### config.mk
export PLATFORM = sky130hd
export DESIGN_NAME = fifo_read_ctrl_flat
export DESIGN_NICKNAME = d
export VERILOG_FILES = /design/src/rtl/fifo_read_ctrl_if.sv /design/src/rtl/fifo_read_ctrl.sv /design/src/flat_wrapper.sv
export SDC_FILE = /design/constraint.sdc
export NUM_CORES = 1
export LEC_CHECK = 0
export BUFFER_PORTS_ARGS = -buffer_cell sky130_fd_sc_hd__buf_2
export CAP_MARGIN = 5
export CORE_ASPECT_RATIO = 0.7
export CORE_UTILIZATION = 38
export CTS_BUF_LIST = sky130_fd_sc_hd__clkbuf_8
export CTS_CLUSTER_DIAMETER = 100
export DETAILED_ROUTE_END_ITERATION = 10
export PLACE_DENSITY = 0.64
export SYNTH_ARGS = -nofsm -noshare
export SYNTH_HDL_FRONTEND = slang
export SYNTH_SLANG_ARGS = --single-unit
### constraint.sdc
create_clock -name clk -period 3.92 [get_ports clk]
set_clock_uncertainty 0.05 [all_clocks]
set_input_delay 0.196 -clock clk [delete_from_list [all_inputs] [get_ports clk]]
set_output_delay 0.196 -clock clk [all_outputs]
set_load 0.01 [all_outputs]
### src/rtl/fifo_read_ctrl_if.sv
// Downstream valid/ready stream for words drained from the FIFO.
// The controller drives it through the master modport.
interface fifo_read_ctrl_if #(
  parameter int DATA_W = 8
);
  logic              m_valid;
  logic              m_ready;
  logic [DATA_W-1:0] m_data;

  modport master (
    output m_valid,
    output m_data,
    input  m_ready
  );

  modport slave (
    input  m_valid,
    input  m_data,
    output m_ready
  );
endinterface

### src/rtl/fifo_read_ctrl.sv
// FIFO read-side controller: burst/trickle read FSM.
// A 2-entry skid buffer hides the FIFO's 1-cycle read latency.
module fifo_read_ctrl #(
  parameter int DATA_W    = 8,
  parameter int BURST_LEN = 16
) (
  input  logic              clk,
  input  logic              rst,
  input  logic              fifo_empty_i,
  input  logic              fifo_threshold_i,
  input  logic              fifo_underflow_i,
  input  logic [DATA_W-1:0] fifo_rdata_i,
  output logic              rd_o,
  fifo_read_ctrl_if.master  m_if,
  output logic              burst_active_o,
  input  logic              err_clr_i,
  output logic              err_underflow_o,
  output logic [15:0]       rd_count_o
);
  localparam logic [1:0] IDLE    = 2'd0;
  localparam logic [1:0] TRICKLE = 2'd1;
  localparam logic [1:0] BURST   = 2'd2;

  localparam int CW = $clog2(BURST_LEN + 1);
  localparam logic [CW-1:0] BLEN = CW'(BURST_LEN);

  logic [1:0]        state_q, state_d;
  logic [1:0]        occ_q, occ_d;
  logic              infl_q;
  logic [CW-1:0]     bcnt_q, bcnt_d;
  logic [DATA_W-1:0] head_q, head_d;
  logic [DATA_W-1:0] tail_q, tail_d;
  logic [15:0]       cnt_q;
  logic              err_q;
  logic              pop;
  logic              can_rd;
  logic              rd;
  logic [2:0]        used;

  // Buffer slots already promised: held, in flight, minus the one leaving.
  assign pop    = (occ_q != 2'd0) && m_if.m_ready;
  assign used   = {1'b0, occ_q} + {2'b0, infl_q} - {2'b0, pop};
  assign can_rd = !fifo_empty_i && (used < 3'd2);

  always_comb begin
    state_d = state_q;
    bcnt_d  = bcnt_q;
    rd      = 1'b0;
    unique case (state_q)
      IDLE: begin
        if (!fifo_empty_i) begin
          state_d = fifo_threshold_i ? BURST : TRICKLE;
          bcnt_d  = '0;
        end
      end
      TRICKLE: begin
        rd = can_rd;
        if (fifo_empty_i || can_rd) state_d = IDLE;
      end
      BURST: begin
        rd = can_rd;
        if (can_rd) bcnt_d = bcnt_q + 1'b1;
        if (fifo_empty_i || (can_rd && bcnt_d == BLEN))
          state_d = IDLE;
      end
      default: state_d = IDLE;
    endcase
  end

  always_comb begin
    head_d = head_q;
    tail_d = tail_q;
    occ_d  = occ_q;
    unique case (1'b1)
      infl_q && pop: begin
        head_d = (occ_q == 2'd2) ? tail_q : fifo_rdata_i;
        tail_d = fifo_rdata_i;
      end
      infl_q && !pop: begin
        occ_d = occ_q + 2'd1;
        if (occ_q == 2'd0) head_d = fifo_rdata_i;
        else               tail_d = fifo_rdata_i;
      end
      !infl_q && pop: begin
        occ_d  = occ_q - 2'd1;
        head_d = tail_q;
      end
      default: ;
    endcase
  end

  always_ff @(posedge clk or posedge rst) begin
    if (rst) begin
      state_q <= IDLE;
      occ_q   <= '0;
      infl_q  <= 1'b0;
      bcnt_q  <= '0;
      head_q  <= '0;
      tail_q  <= '0;
      cnt_q   <= '0;
      err_q   <= 1'b0;
    end else begin
      state_q <= state_d;
      occ_q   <= occ_d;
      infl_q  <= rd;
      bcnt_q  <= bcnt_d;
      head_q  <= head_d;
      tail_q  <= tail_d;
      if (rd) cnt_q <= cnt_q + 16'd1;
      err_q   <= fifo_underflow_i | (err_q & ~err_clr_i);
    end
  end

  assign rd_o            = rd;
  assign m_if.m_valid    = (occ_q != 2'd0);
  assign m_if.m_data     = head_q;
  assign burst_active_o  = (state_q == BURST);
  assign err_underflow_o = err_q;
  assign rd_count_o      = cnt_q;
endmodule

### src/flat_wrapper.sv
// flat-port wrapper written by rule: the top's interface ports become plain ports
module fifo_read_ctrl_flat 
#(
  parameter int DATA_W    = 8,
  parameter int BURST_LEN = 16
)
  (clk, rst, fifo_empty_i, fifo_threshold_i, fifo_underflow_i, fifo_rdata_i, rd_o, burst_active_o, err_clr_i, err_underflow_o, rd_count_o, m_if_m_valid, m_if_m_data, m_if_m_ready);
  fifo_read_ctrl_if #(.DATA_W(DATA_W)) m_if_i ();
  input  logic clk;
  input  logic rst;
  input  logic fifo_empty_i;
  input  logic fifo_threshold_i;
  input  logic fifo_underflow_i;
  input  logic [DATA_W-1:0] fifo_rdata_i;
  output logic rd_o;
  output logic burst_active_o;
  input  logic err_clr_i;
  output logic err_underflow_o;
  output logic [15:0] rd_count_o;
  output wire logic [$bits(m_if_i.m_valid)-1:0] m_if_m_valid;
  output wire logic [$bits(m_if_i.m_data)-1:0] m_if_m_data;
  input wire logic [$bits(m_if_i.m_ready)-1:0] m_if_m_ready;
  assign m_if_m_valid = m_if_i.m_valid;
  assign m_if_m_data = m_if_i.m_data;
  assign m_if_i.m_ready = m_if_m_ready;
  fifo_read_ctrl #(.DATA_W(DATA_W), .BURST_LEN(BURST_LEN)) u_core (.clk(clk), .rst(rst), .fifo_empty_i(fifo_empty_i), .fifo_threshold_i(fifo_threshold_i), .fifo_underflow_i(fifo_underflow_i), .fifo_rdata_i(fifo_rdata_i), .rd_o(rd_o), .m_if(m_if_i), .burst_active_o(burst_active_o), .err_clr_i(err_clr_i), .err_underflow_o(err_underflow_o), .rd_count_o(rd_count_o));
endmodule
==> results.md <==
* H-tree Lvls at 2
* Detail Route Antenna Nets at 0
* Placed Area at 2446 um2
* Ant diodes at 0
* Pre-CTS setup slack at 0.8090 ns
* CP Max Fanout at 6
* Setup-violating endpoint count in the final report at 0
* Vias/cell at 4.941
* Pwr/cell area at 641.3 nW/um2
* Cells after Synth at 198
* DRC viols at 0
* Post-CTS setup buffers at 0
* CTS tree: done
* Synth cell types at 40
* Root buffer cell: clkbuf_8
* Crit-path cells: nor2b_1 -> and2_1 -> o21ai_0 -> fa_1 -> inv_1 -> nor4_1 -> nand4_1 -> nor2_1 -> xor2_1
* Power Total at 0.001627 W
* GPL Wtd Cong at 0.8135
* DR iter-0 viols at 66
* #FFs+latches synth at 43
* Final net count at 270
* Async SR Flop Fraction at 1.000
* Cell area after synthesis at 2146 um2
* Crit-path max cell delay at 0.64 ns
* Routed length on met1 at 2.218 mm
* 1st-pass router iterations at 6
* P&R area growth vs syn at 18.25%
* Hold Crit Class: in2reg
* Layout Utilization at 0.4752
* CTS Buf Count at 5
* Highest metal layer with signal wires: met4
* Clk buf depth at 2
* Largest net degree at the start of global routing at 44
* CP Capture Type: flip-flop
* Multi-input gate area at 1021 um2
* Post-route cell area at 2537 um2
* Worst slew pin tran at 1.049 ns
* HPWL after detailed placement at 2.943 mm
* GR Util All Layers at 0.1513
* Net Count, Synth at 221
* Fillers at 527
* Commonest non-fill, non-tap cells in the layout: 43 x dfrtp_1, 42 x buf_2, 20 x nand2_1
* Core area at 5340 um2
* CP Class: reg2reg
* DR vias at 1,581
* Req. time, crit path at 4.08 ns
* Vias in the first global route at 1,413
* Startpoint Class: flip-flop
* Met2 WL at 1.643 mm
* Commonest non-fill, non-tap cell in the layout: dfrtp_1
* Critical path buffers and inverters at 1
* RSZ-0062 raised after global routing: no
* Fin crit share at 0.7925
* Clock slew seen by the registers of the worst setup and hold paths at 0.08 ns
* Delay-heaviest family, CP: simple AND/OR/NAND/NOR gates
* # clock sinks at 43
* Slowest CP cell: nor4_1
* Die ar. at 5956 um2
* Outcome: finished clean
* Post-synth EDFFs at 0
* Final min period at 3.106 ns
* Max_cap viols at 0
* R2r setup slk at 0.81 ns
* VDD IR max at 0.3526 mV
* Global-route wire length before repair at 6.969 mm
* Final wirelength at 4.063 mm
* P_leak at 1.233 nW
* Final Max Slew Viols at 0
* FMAX at 321.9 MHz
* Die Ht at 64.87 um
* Setup_tns at 0 ns
* Synth Area per Inst at 10.84 um2
* IO Pins at 43
* Sequential cell area at 1076 um2
* Initial Util at 0.4018
* Worst Path Arrival at 3.27 ns
* Buffers on Ports at 42
* Max_slew headroom at 0.3005
* Final Hold Vio Count at 0
* Top FF cell, synth: dfrtp_1
* Final worst slack at 0.8135 ns
* Sequential area share after synthesis at 0.5015
* Clock Latency Late Sink at 0.29 ns
* Die width at 91.82 um
* Wire per inst at 12.70 um
* Share of post-route cells with drive strength above 1 at 0.2581
* # rows at 22
* Syn. warnings at 0
* Initial antenna violation count at 0
* WL met3 at 176 um
* GRT overflow at 0
==> repair_timing <==
item                                   in CTS  in global routing
endpoints found under the hold margin      32                  0
resized for setup                           0                  0
hold buffers                                1                  0
==> final timing paths <==
check                                                      start                           endpoint  cells past startpoint
worst max-delay path                 u_core.occ_q[1]$_DFFE_PP0N_  u_core.rd_count_o[10]$_DFFE_PP0P_                      9
worst min-delay path                            fifo_underflow_i   u_core.err_underflow_o$_DFF_PP0_                      2
worst max register to register       u_core.occ_q[1]$_DFFE_PP0N_  u_core.rd_count_o[10]$_DFFE_PP0P_                      9
worst min register to register  u_core.err_underflow_o$_DFF_PP0_   u_core.err_underflow_o$_DFF_PP0_                      1
max in group asynchronous                                    rst        u_core.occ_q[0]$_DFFE_PP0N_                      4
min in group asynchronous                                    rst   u_core.rd_count_o[9]$_DFFE_PP0P_                      4
==> per-layer routing <==
layer | global-route usage | vias to the layer above
met3 | 0.03873 | 6
met4 | 0.03516 | 0
met2 | 0.2011 | 36
met1 | 0.2399 | 737
li1 | - | 802
met5 | 0 | -
==> through the flow <==
step	cells	hold WS, ns
floorplan	198	0.2383
global placement	311	0.3122
detailed placement	311	0.3116
CTS	320	0.03025
global route	320	0.03712
finish	320	0.03651
==> worst register-to-register path, stage by stage, from the launching register on <==
cell and delay (ns):
dfrtp_1 0.49, nor2b_1 0.31, and2_1 0.21, o21ai_0 0.12, fa_1 0.56, inv_1 0.11
nor4_1 0.64, nand4_1 0.24, nor2_1 0.16, xor2_1 0.15
==> registers in the layout, summed over array words and instances, names as in the netlist <==
| register | count |
|---|---|
| u_core.bcnt_q | 5 |
| u_core.err_underflow_o | 1 |
| u_core.infl_q | 1 |
| u_core.m_if.m_data | 8 |
| u_core.occ_q | 2 |
| u_core.rd_count_o | 16 |
| u_core.state_q | 2 |
| u_core.tail_q | 8 |
==> synthesized netlist by cell type (all sizes together), types with 4 or more instances <==
cell | instances | area, um2
ha | 7 | 87.58
nand4 | 8 | 50.05
nand3 | 6 | 42.54
xor2 | 7 | 61.31
dfrtp | 43 | 1076
inv | 11 | 41.29
xnor2 | 13 | 121.4
nor2 | 14 | 52.55
nand2 | 20 | 75.07
mux2i | 4 | 40.04
o21ai | 14 | 70.07
a21oi | 5 | 25.02
a22oi | 8 | 60.06
mux2 | 10 | 112.6
==> cells by family (layout without fill, tap and decap cells) <==
logic type	Yosys count	in the layout	share of synthesized area
flip-flops	43	43	0.5015
AO/OA/AOI/OAI	38	38	0.1137
buffers and inverters	13	63	0.02274
adder cells (fa/ha/maj)	8	8	0.05014
AND/OR/NAND/NOR	62	62	0.1557
XOR/XNOR	20	20	0.08513
multiplexers	14	14	0.07114
==> power breakdown <==
part           internal, W  leakage [nW]  switching [W]
logic             0.000290         0.620       0.000395
registers         0.000569         0.563       0.000110
clock network     0.000120        0.0505       0.000143
total             0.000979          1.23       0.000649
==> area by class of cell <==
class / instances / area share
clock buffers: 5 / 0.02712
clock inverters: 3 / 0.004931
inverters: 11 / 0.01627
multi-input cells: 142 / 0.4024
flip-flops and latches: 43 / 0.4241
well taps: 72 / 0.03550
repair buffers: 44 / 0.08974
No activity file was read; power rests on OpenSTA's default activity.
